--- src/rtl/vending_machine_param.sv ---
// Parameterised vending machine controller.
// Coins are accepted up to a balance ceiling. A rising select edge vends the
// lowest-index affordable, in-stock item. Change is paid out one coin per
// cycle, either on request or after an idle timeout.
module vending_machine_param #(
   parameter int N_COINS = 3,
   parameter int N_ITEMS = 4,
   parameter logic [N_COINS*16-1:0] COIN_VALUES = {16'd1000, 16'd500, 16'd100},
   parameter logic [N_ITEMS*16-1:0] ITEM_PRICES = {16'd2000, 16'd1000, 16'd500, 16'd400},
   parameter int TOTAL_BITS = 31,
   parameter int MAX_BALANCE = 9900,
   parameter int STOCK_INIT = 3,
   parameter int TIMEOUT = 10
) (
   input  logic               clk,
   input  logic               reset,
   input  logic [N_COINS-1:0] i_input_coin,
   input  logic [N_ITEMS-1:0] i_select_item,
   input  logic               i_trigger_return,
   input  logic               i_restock,
   output logic [N_ITEMS-1:0] o_available_item,
   output logic [N_ITEMS-1:0] o_output_item,
   output logic [N_COINS-1:0] o_return_coin,
   output logic [N_ITEMS-1:0] o_sold_out,
   output logic               o_busy
);

   localparam int SW = (STOCK_INIT > 0) ? $clog2(STOCK_INIT + 1) : 1;
   localparam int TW = (TIMEOUT > 0) ? $clog2(TIMEOUT + 1) : 1;
   // Working width for balance arithmetic: wide enough for balance plus a
   // full handful of coins without overflow.
   localparam int WB = ((TOTAL_BITS > 16) ? TOTAL_BITS : 16) + $clog2(N_COINS + 1) + 1;

   localparam logic [SW-1:0] STOCK_FULL = SW'(STOCK_INIT);
   localparam logic [TW-1:0] TIMER_FULL = TW'(TIMEOUT);
   localparam logic [WB-1:0] MAX_BAL_W  = WB'(MAX_BALANCE);

   typedef enum logic [1:0] {
      ST_IDLE,
      ST_ACCEPT,
      ST_RETURN
   } state_t;

   state_t                        state_q, state_d;
   logic [TOTAL_BITS-1:0]         balance_q, balance_d;
   logic [N_ITEMS-1:0][SW-1:0]    stock_q, stock_d;
   logic [TW-1:0]                 timer_q, timer_d;
   logic [N_ITEMS-1:0]            selPrev_q, selPrev_d;
   logic [N_ITEMS-1:0]            outputItem_q, outputItem_d;
   logic [N_COINS-1:0]            returnCoin_q, returnCoin_d;

   logic [WB-1:0]                 balanceW;
   logic [N_ITEMS-1:0]            availItem;
   logic [N_ITEMS-1:0]            soldOut;
   logic [N_ITEMS-1:0]            selRise;
   logic [N_ITEMS-1:0]            vendOneHot;
   logic                          vendFound;
   logic [WB-1:0]                 vendPrice;
   logic [WB-1:0]                 coinSum;
   logic [N_COINS-1:0]            retOneHot;
   logic                          retFound;
   logic [WB-1:0]                 retValue;
   logic [WB-1:0]                 afterVend;
   logic [WB-1:0]                 newBal;
   logic                          coinTaken;

   assign balanceW = WB'(balance_q);
   assign selRise  = i_select_item & ~selPrev_q;

   // Item availability and sold-out flags, decoded straight from registered state.
   always_comb begin
      availItem = '0;
      soldOut   = '0;
      for (int i = 0; i < N_ITEMS; i++) begin
         soldOut[i]   = (stock_q[i] == '0);
         availItem[i] = (state_q != ST_RETURN) &&
                        (balanceW >= WB'(ITEM_PRICES[i*16 +: 16])) &&
                        (stock_q[i] != '0);
      end
   end

   // Pick the lowest-index item whose select just rose and which is available.
   always_comb begin
      vendOneHot = '0;
      vendFound  = 1'b0;
      vendPrice  = '0;
      for (int i = N_ITEMS - 1; i >= 0; i--) begin
         if (selRise[i] && availItem[i]) begin
            vendOneHot    = '0;
            vendOneHot[i] = 1'b1;
            vendFound     = 1'b1;
            vendPrice     = WB'(ITEM_PRICES[i*16 +: 16]);
         end
      end
   end

   // Total value of all coins presented this cycle.
   always_comb begin
      coinSum = '0;
      for (int j = 0; j < N_COINS; j++) begin
         if (i_input_coin[j]) begin
            coinSum = coinSum + WB'(COIN_VALUES[j*16 +: 16]);
         end
      end
   end

   // Largest coin that still fits in the balance, used when paying out change.
   always_comb begin
      retOneHot = '0;
      retFound  = 1'b0;
      retValue  = '0;
      for (int j = 0; j < N_COINS; j++) begin
         if (WB'(COIN_VALUES[j*16 +: 16]) <= balanceW) begin
            retOneHot    = '0;
            retOneHot[j] = 1'b1;
            retFound     = 1'b1;
            retValue     = WB'(COIN_VALUES[j*16 +: 16]);
         end
      end
   end

   // Next-state logic: coin acceptance, vending, idle timer and change payout.
   always_comb begin
      state_d      = state_q;
      stock_d      = stock_q;
      timer_d      = timer_q;
      selPrev_d    = i_select_item;
      outputItem_d = '0;
      returnCoin_d = '0;
      afterVend    = balanceW;
      newBal       = balanceW;
      coinTaken    = 1'b0;

      case (state_q)
         ST_IDLE, ST_ACCEPT: begin
            afterVend    = balanceW - vendPrice;
            newBal       = afterVend;
            outputItem_d = vendOneHot;
            for (int i = 0; i < N_ITEMS; i++) begin
               if (vendOneHot[i] && (stock_q[i] != '0)) begin
                  stock_d[i] = stock_q[i] - SW'(1);
               end
            end
            if (i_input_coin != '0) begin
               if ((afterVend + coinSum) <= MAX_BAL_W) begin
                  newBal    = afterVend + coinSum;
                  coinTaken = 1'b1;
               end else begin
                  returnCoin_d = i_input_coin;
               end
            end
            if (coinTaken || vendFound) begin
               timer_d = TIMER_FULL;
            end else if ((state_q == ST_ACCEPT) && (timer_q != '0)) begin
               timer_d = timer_q - TW'(1);
            end
            if (newBal == '0) begin
               state_d = ST_IDLE;
            end else if ((state_q == ST_ACCEPT) && i_trigger_return) begin
               state_d = ST_RETURN;
            end else if ((state_q == ST_ACCEPT) && !coinTaken && !vendFound &&
                         (timer_q <= TW'(1))) begin
               state_d = ST_RETURN;
            end else begin
               state_d = ST_ACCEPT;
            end
         end
         ST_RETURN: begin
            timer_d      = TIMER_FULL;
            returnCoin_d = retOneHot;
            if (retFound) begin
               newBal = balanceW - retValue;
            end else begin
               newBal = '0;
            end
            state_d = (newBal == '0) ? ST_IDLE : ST_RETURN;
         end
         default: begin
            state_d = ST_IDLE;
            newBal  = '0;
         end
      endcase

      if (i_restock) begin
         for (int i = 0; i < N_ITEMS; i++) begin
            stock_d[i] = STOCK_FULL;
         end
      end

      balance_d = newBal[TOTAL_BITS-1:0];
   end

   // State register with synchronous reset taking priority over everything.
   always_ff @(posedge clk) begin
      if (reset) begin
         state_q      <= ST_IDLE;
         balance_q    <= '0;
         timer_q      <= TIMER_FULL;
         selPrev_q    <= '0;
         outputItem_q <= '0;
         returnCoin_q <= '0;
         for (int i = 0; i < N_ITEMS; i++) begin
            stock_q[i] <= STOCK_FULL;
         end
      end else begin
         state_q      <= state_d;
         balance_q    <= balance_d;
         timer_q      <= timer_d;
         selPrev_q    <= selPrev_d;
         outputItem_q <= outputItem_d;
         returnCoin_q <= returnCoin_d;
         stock_q      <= stock_d;
      end
   end

   assign o_available_item = availItem;
   assign o_sold_out       = soldOut;
   assign o_output_item    = outputItem_q;
   assign o_return_coin    = returnCoin_q;
   assign o_busy           = (state_q == ST_RETURN);

endmodule

--- config.mk ---
export PLATFORM = sky130hd
export DESIGN_NAME = vending_machine_param
export DESIGN_NICKNAME = d
export VERILOG_FILES = /design/src/rtl/vending_machine_param.sv
export SDC_FILE = /design/constraint.sdc
export NUM_CORES = 1
export LEC_CHECK = 0
export ABC_CLOCK_PERIOD_IN_PS = 13100
export CORE_MARGIN = 1.5
export CORE_UTILIZATION = 50
export CTS_CLUSTER_SIZE = 8
export DETAILED_ROUTE_END_ITERATION = 8
export PLACE_DENSITY = 0.79
export SYNTH_ARGS = -nofsm -noshare
export SYNTH_HDL_FRONTEND = slang
export SYNTH_SLANG_ARGS = --single-unit
--- constraint.sdc ---
create_clock -name clk -period 13.1 [get_ports clk]
set_input_delay 2.62 -clock clk [delete_from_list [all_inputs] [get_ports clk]]
set_output_delay 2.62 -clock clk [all_outputs]
set_load 0.05 [all_outputs]
==> results_dict.tcl, run 1 <==
set metrics [dict create \
    status "complete, no violations" \
    vias 5626 \
    cts_buffer_depth 2 \
    skew_ns 0.0120 \
    cap_violations 0 \
    synth-async-reset-ratio_pct 0 \
    post_synth.cell_area_avg_um2 7.45 \
    maxSlewViolCount 0 \
    yosysSeqAreaShare_pct 20.2 \
    tritoncts "yes" \
    worst_pin_slew_ns 0.882 \
    slew_headroom_pct 41.2 \
    first_iter_violations 590 \
    ys.flop_type "dfxtp_1" \
    fp.dieW_um 108 \
    final_common_cell "nand2_1" \
    period_share_pct 71.9 \
    crit_top_cell "nand2_1" \
    cp-end-kind "register" \
    h-tree-depth 2 \
    post-route-min-period_ns 9.42 \
    grt_use_total_pct 30.4 \
    numCtsBuffers 5 \
    dpl.hpwl_mm 13.7 \
    synth_top_area_cell "dfxtp_1" \
    path_class "primary input to register" \
    gp_congestion 0.949 \
    initial_core_util_pct 51.3 \
    synth_edf_count 0 \
    startpoint_type "primary input" \
    drive_above_1_share_pct 4.56 \
    cts.sinks 56 \
    die_area_um2 11800 \
    synth_top_cells_by_area "dfxtp_1, ha_1, xnor2_1" \
    synth_cell_types 73 \
    syn-num-nets 796 \
    grt_pass1_vias 5336 \
    rows 38 \
    yosysWarningCount 0 \
    setup_viol 0 \
    antenna_cells 0 \
    core_um2 10800 \
    rsz0062_at_grt "false" \
    fmax_mhz 106 \
    viasPerCell 6.35 \
    grt_pass1_wl_mm 27.8 \
    synth_cells 746 \
    antenna_found_initial 0 \
    syn_area_um2 5560 \
    io_pins 27 \
    crit_required_ns 13.32 \
    worstPathMaxFanout 24 \
    place.port_buffers 26 \
    grt_max_degree 25 \
    crit_path_top_delay_cell "a21boi_0" \
    cts_hold_buf 0 \
    cts_root_buf "clkbuf_8" \
    clk_latency_ns 0.33 \
    finalWirelength_mm 17.2 \
    die_h_um 108 \
    final_cell_mix "nand2_1, nor2_1, dfxtp_1" \
    ant_nets 0 \
    max_stage_delay_ns 0.55 \
    cp.arrival_ns 9.64 \
    grt.overflow.total 0 \
    drtPass1Iterations 5 \
    clk_pin_slew_worst_paths_ns 0.11 \
    nets 795 \
    ctsResizeCount 0 \
    final_hold_viol_count 0 \
    hp-class "register to register" \
    setup_tns_ns 0 \
    wl_per_cell_um 19.5 \
    ys_ff_latch 56 \
    drcViolationCount 0 \
    synth_top_area_share_pct 20.2 \
    syn_to_final_growth_pct 6.68 \
    post_cts_buffers 0 \
]
per-layer routing:
layer | vias up | track usage, % | part of all wire (%)
met5 | - | 0 | 0
li1 | 2701 | - | -
met1 | 2643 | 41.8 | 43
met2 | 243 | 46.5 | 44
met3 | 39 | 6.03 | 9.3
met4 | 0 | 12.1 | 3.2
layout make-up:
class                   count  area (um2)
inverters                  33         124
clock inverters             3        22.5
clock buffers               5        68.8
multi-input cells         620        4140
repair buffers             29         283
flip-flops and latches     56        1120
well taps                 140         175
fillers                  1062        4910
path summary, 6_finish.rpt:
kind                                       to  slack [ns]        startpoint  cells after the start
worst max-delay path            balance_q[22]        3.68  i_select_item[0]                     31
worst min-delay path               stock_q[5]        0.50        stock_q[5]                      2
worst max register to register  balance_q[22]        4.71     balance_q[27]                     31
worst min register to register     stock_q[5]        0.50        stock_q[5]                      2
metrics by stage:
stage / area [um2] / setup slack, ns / utilization, % / instances / hold slack [ns]
6_report: 5930 / 3.68 / 54.7 / 886 / 0.496
5_1_grt: 5930 / 3.06 / 54.7 / 886 / 0.518
4_1_cts: 5930 / 3.83 / 54.7 / 886 / 0.500
3_5_place_dp: 5840 / 3.50 / 53.9 / 878 / 0.466
3_3_place_gp: 5840 / 3.67 / 53.9 / 878 / 0.462
2_1_floorplan: 5560 / 4.67 / - / 746 / 0.445
cell usage after synthesis (all sizes together), types with 5 or more instances:
cell type,count
mux2i,11
xnor2,40
dfxtp,56
nand3,13
nor2b,19
or3,15
or2,7
or4,13
nand4,13
a21o,7
nand2,86
a21oi,28
clkbuf,19
a21boi,6
and2,14
buf,18
nand2b,10
nor4,24
nor3b,5
o21ai,43
o21a,5
ha,36
o22ai,24
xor2,27
nor2,59
o211ai,10
inv,33
a31oi,14
nor3,33
registers in the layout, indices dropped and copies added (netlist names):
signal / count
o_return_coin: 3
balance_q: 31
selPrev_q: 4
o_output_item: 4
stock_q: 8
state_q: 2
timer_q: 4
worst max-delay path, delay by kind of cell:
family | cells | cell delay [ns]
buf+inv | 4 | 1.07
compound gates | 9 | 1.76
fa+ha+maj | 2 | 0.70
simple gates | 13 | 2.96
mux | 2 | 0.30
xor+xnor | 1 | 0.20
cells by family after synthesis:
| kind of cell | after synthesis | synth area share (%) |
|---|---|---|
| AND/OR/NAND/NOR | 332 | 32.3 |
| adder cells (fa/ha/maj) | 39 | 9.18 |
| XOR/XNOR | 67 | 10.7 |
| flip-flops | 56 | 20.2 |
| multiplexers | 12 | 2.18 |
| AO/OA/AOI/OAI | 170 | 20.0 |
| buffers and inverters | 70 | 5.42 |
Power of run 1 is not shown: default switching activity piles up to over one toggle a cycle in this logic, so the estimate is an artifact.
==> inputs of run 2 (changes only) <==
Settings changed: ABC_CLOCK_PERIOD_IN_PS 13100 to 9800.
Clock period 13.1 ns to 9.8 ns, I/O delays scaled along.
==> results_dict.tcl, run 2 (synthesized netlist as in run 1, its figures left out) <==
set metrics [dict create \
    status "complete, no violations" \
    fp.dieW_um 108 \
    setup_tns_ns 0 \
    vias 5711 \
    initial_core_util_pct 51.3 \
    ctsResizeCount 0 \
    maxSlewViolCount 0 \
    numCtsBuffers 5 \
    holdWs_ns 0.492 \
    io_pins 27 \
    worstPathMaxFanout 24 \
    max_stage_delay_ns 0.56 \
    fillerInstances 1076 \
    grt_pass1_vias 5357 \
    drive_above_1_share_pct 4.56 \
    drtPass1Iterations 5 \
    tritoncts "yes" \
    crit_required_ns 10.02 \
    final_core_util_pct 54.7 \
    final_hold_viol_count 0 \
    fmax_mhz 113 \
    grt_pass1_wl_mm 27.6 \
    cap_violations 0 \
    final_cell_mix "nand2_1, nor2_1, dfxtp_1" \
    cts.sinks 56 \
    period_share_pct 90.0 \
    antenna_found_initial 0 \
    finalWirelength_mm 17.1 \
    die_area_um2 11800 \
    crit_path_top_delay_cell "a21boi_0" \
    cts_hold_buf 0 \
    gp_congestion 1.01 \
    startpoint_type "primary input" \
    post_cts_buffers 0 \
    largest_reg_flops 31 \
    worst_pin_slew_ns 0.932 \
    place.port_buffers 26 \
    setup_viol 0 \
    clk_latency_ns 0.33 \
    final_common_cell "nand2_1" \
    wl_per_cell_um 19.3 \
    nets 795 \
    path_class "primary input to register" \
    reg_top3 "balance_q: 31 flops, stock_q: 8 flops" \
    post-route-min-period_ns 8.82 \
    rsz0062_at_grt "false" \
    cts_buffer_depth 2 \
    dpl.hpwl_mm 13.5 \
    core_um2 10800 \
    hp-class "register to register" \
    ant_nets 0 \
    clk_pin_slew_worst_paths_ns 0.12 \
    rows 38 \
    die_h_um 108 \
    h-tree-depth 2 \
    grt_max_degree 25 \
    grt_use_total_pct 30.0 \
    slew_headroom_pct 37.8 \
    skew_ns 0.0130 \
    first_iter_violations 511 \
    viasPerCell 6.45 \
    crit_top_cell "nand2_1" \
    top_register "balance_q" \
    cp.arrival_ns 9.04 \
    cp-end-kind "register" \
    antenna_cells 0 \
    syn_to_final_growth_pct 6.68 \
    cts_root_buf "clkbuf_8" \
    drcViolationCount 0 \
    grt.overflow.total 0 \
]
==> run 2: area by class of cell <==
type | instances | area (um2) | area share [%]
tap | 140 | 175 | 2.95
inverter | 33 | 124 | 2.09
multi-input combinational | 620 | 4140 | 69.8
sequential | 56 | 1120 | 18.9
clock buffer | 5 | 68.8 | 1.16
clock inverter | 3 | 22.5 | 0.380
timing repair buffer | 29 | 283 | 4.77
==> run 2: path summary, 6_finish.rpt <==
| check | start | to | slack, ns | cells past startpoint |
|---|---|---|---|---|
| worst max-delay path | i_select_item[0] | balance_q[22] | 0.98 | 31 |
| worst min-delay path | balance_q[0] | balance_q[0] | 0.49 | 1 |
| worst max register to register | balance_q[11] | balance_q[22] | 1.41 | 31 |
| worst min register to register | balance_q[0] | balance_q[0] | 0.49 | 1 |
==> run 2: layer usage <==
layer / track usage (%) / up-vias / wire length [um]
met1: 42.7 / 2744 / 7840
li1: - / 2705 / -
met5: 0 / - / 0
met4: 9.87 / 0 / 422
met3: 2.35 / 28 / 1070
met2: 47.5 / 234 / 7750
==> run 2: critical path: cells and delay by family <==
family	cells	cell delay (ns)
buffers and inverters	4	1.07
AO/OA/AOI/OAI	8	1.54
XOR/XNOR	1	0.42
AND/OR/NAND/NOR	14	2.98
adder cells (fa/ha/maj)	2	0.74
multiplexers	2	0.33
==> run 2: stage by stage <==
stage	cell area (um2)	setup slack [ns]	cells
CTS	5930	1.08	886
finish	5930	0.979	886
global route	5930	0.282	886
global placement	5840	0.940	878
floorplan	5560	2.03	746
detailed placement	5840	0.775	878
Power of run 2 is left out for the same reason.
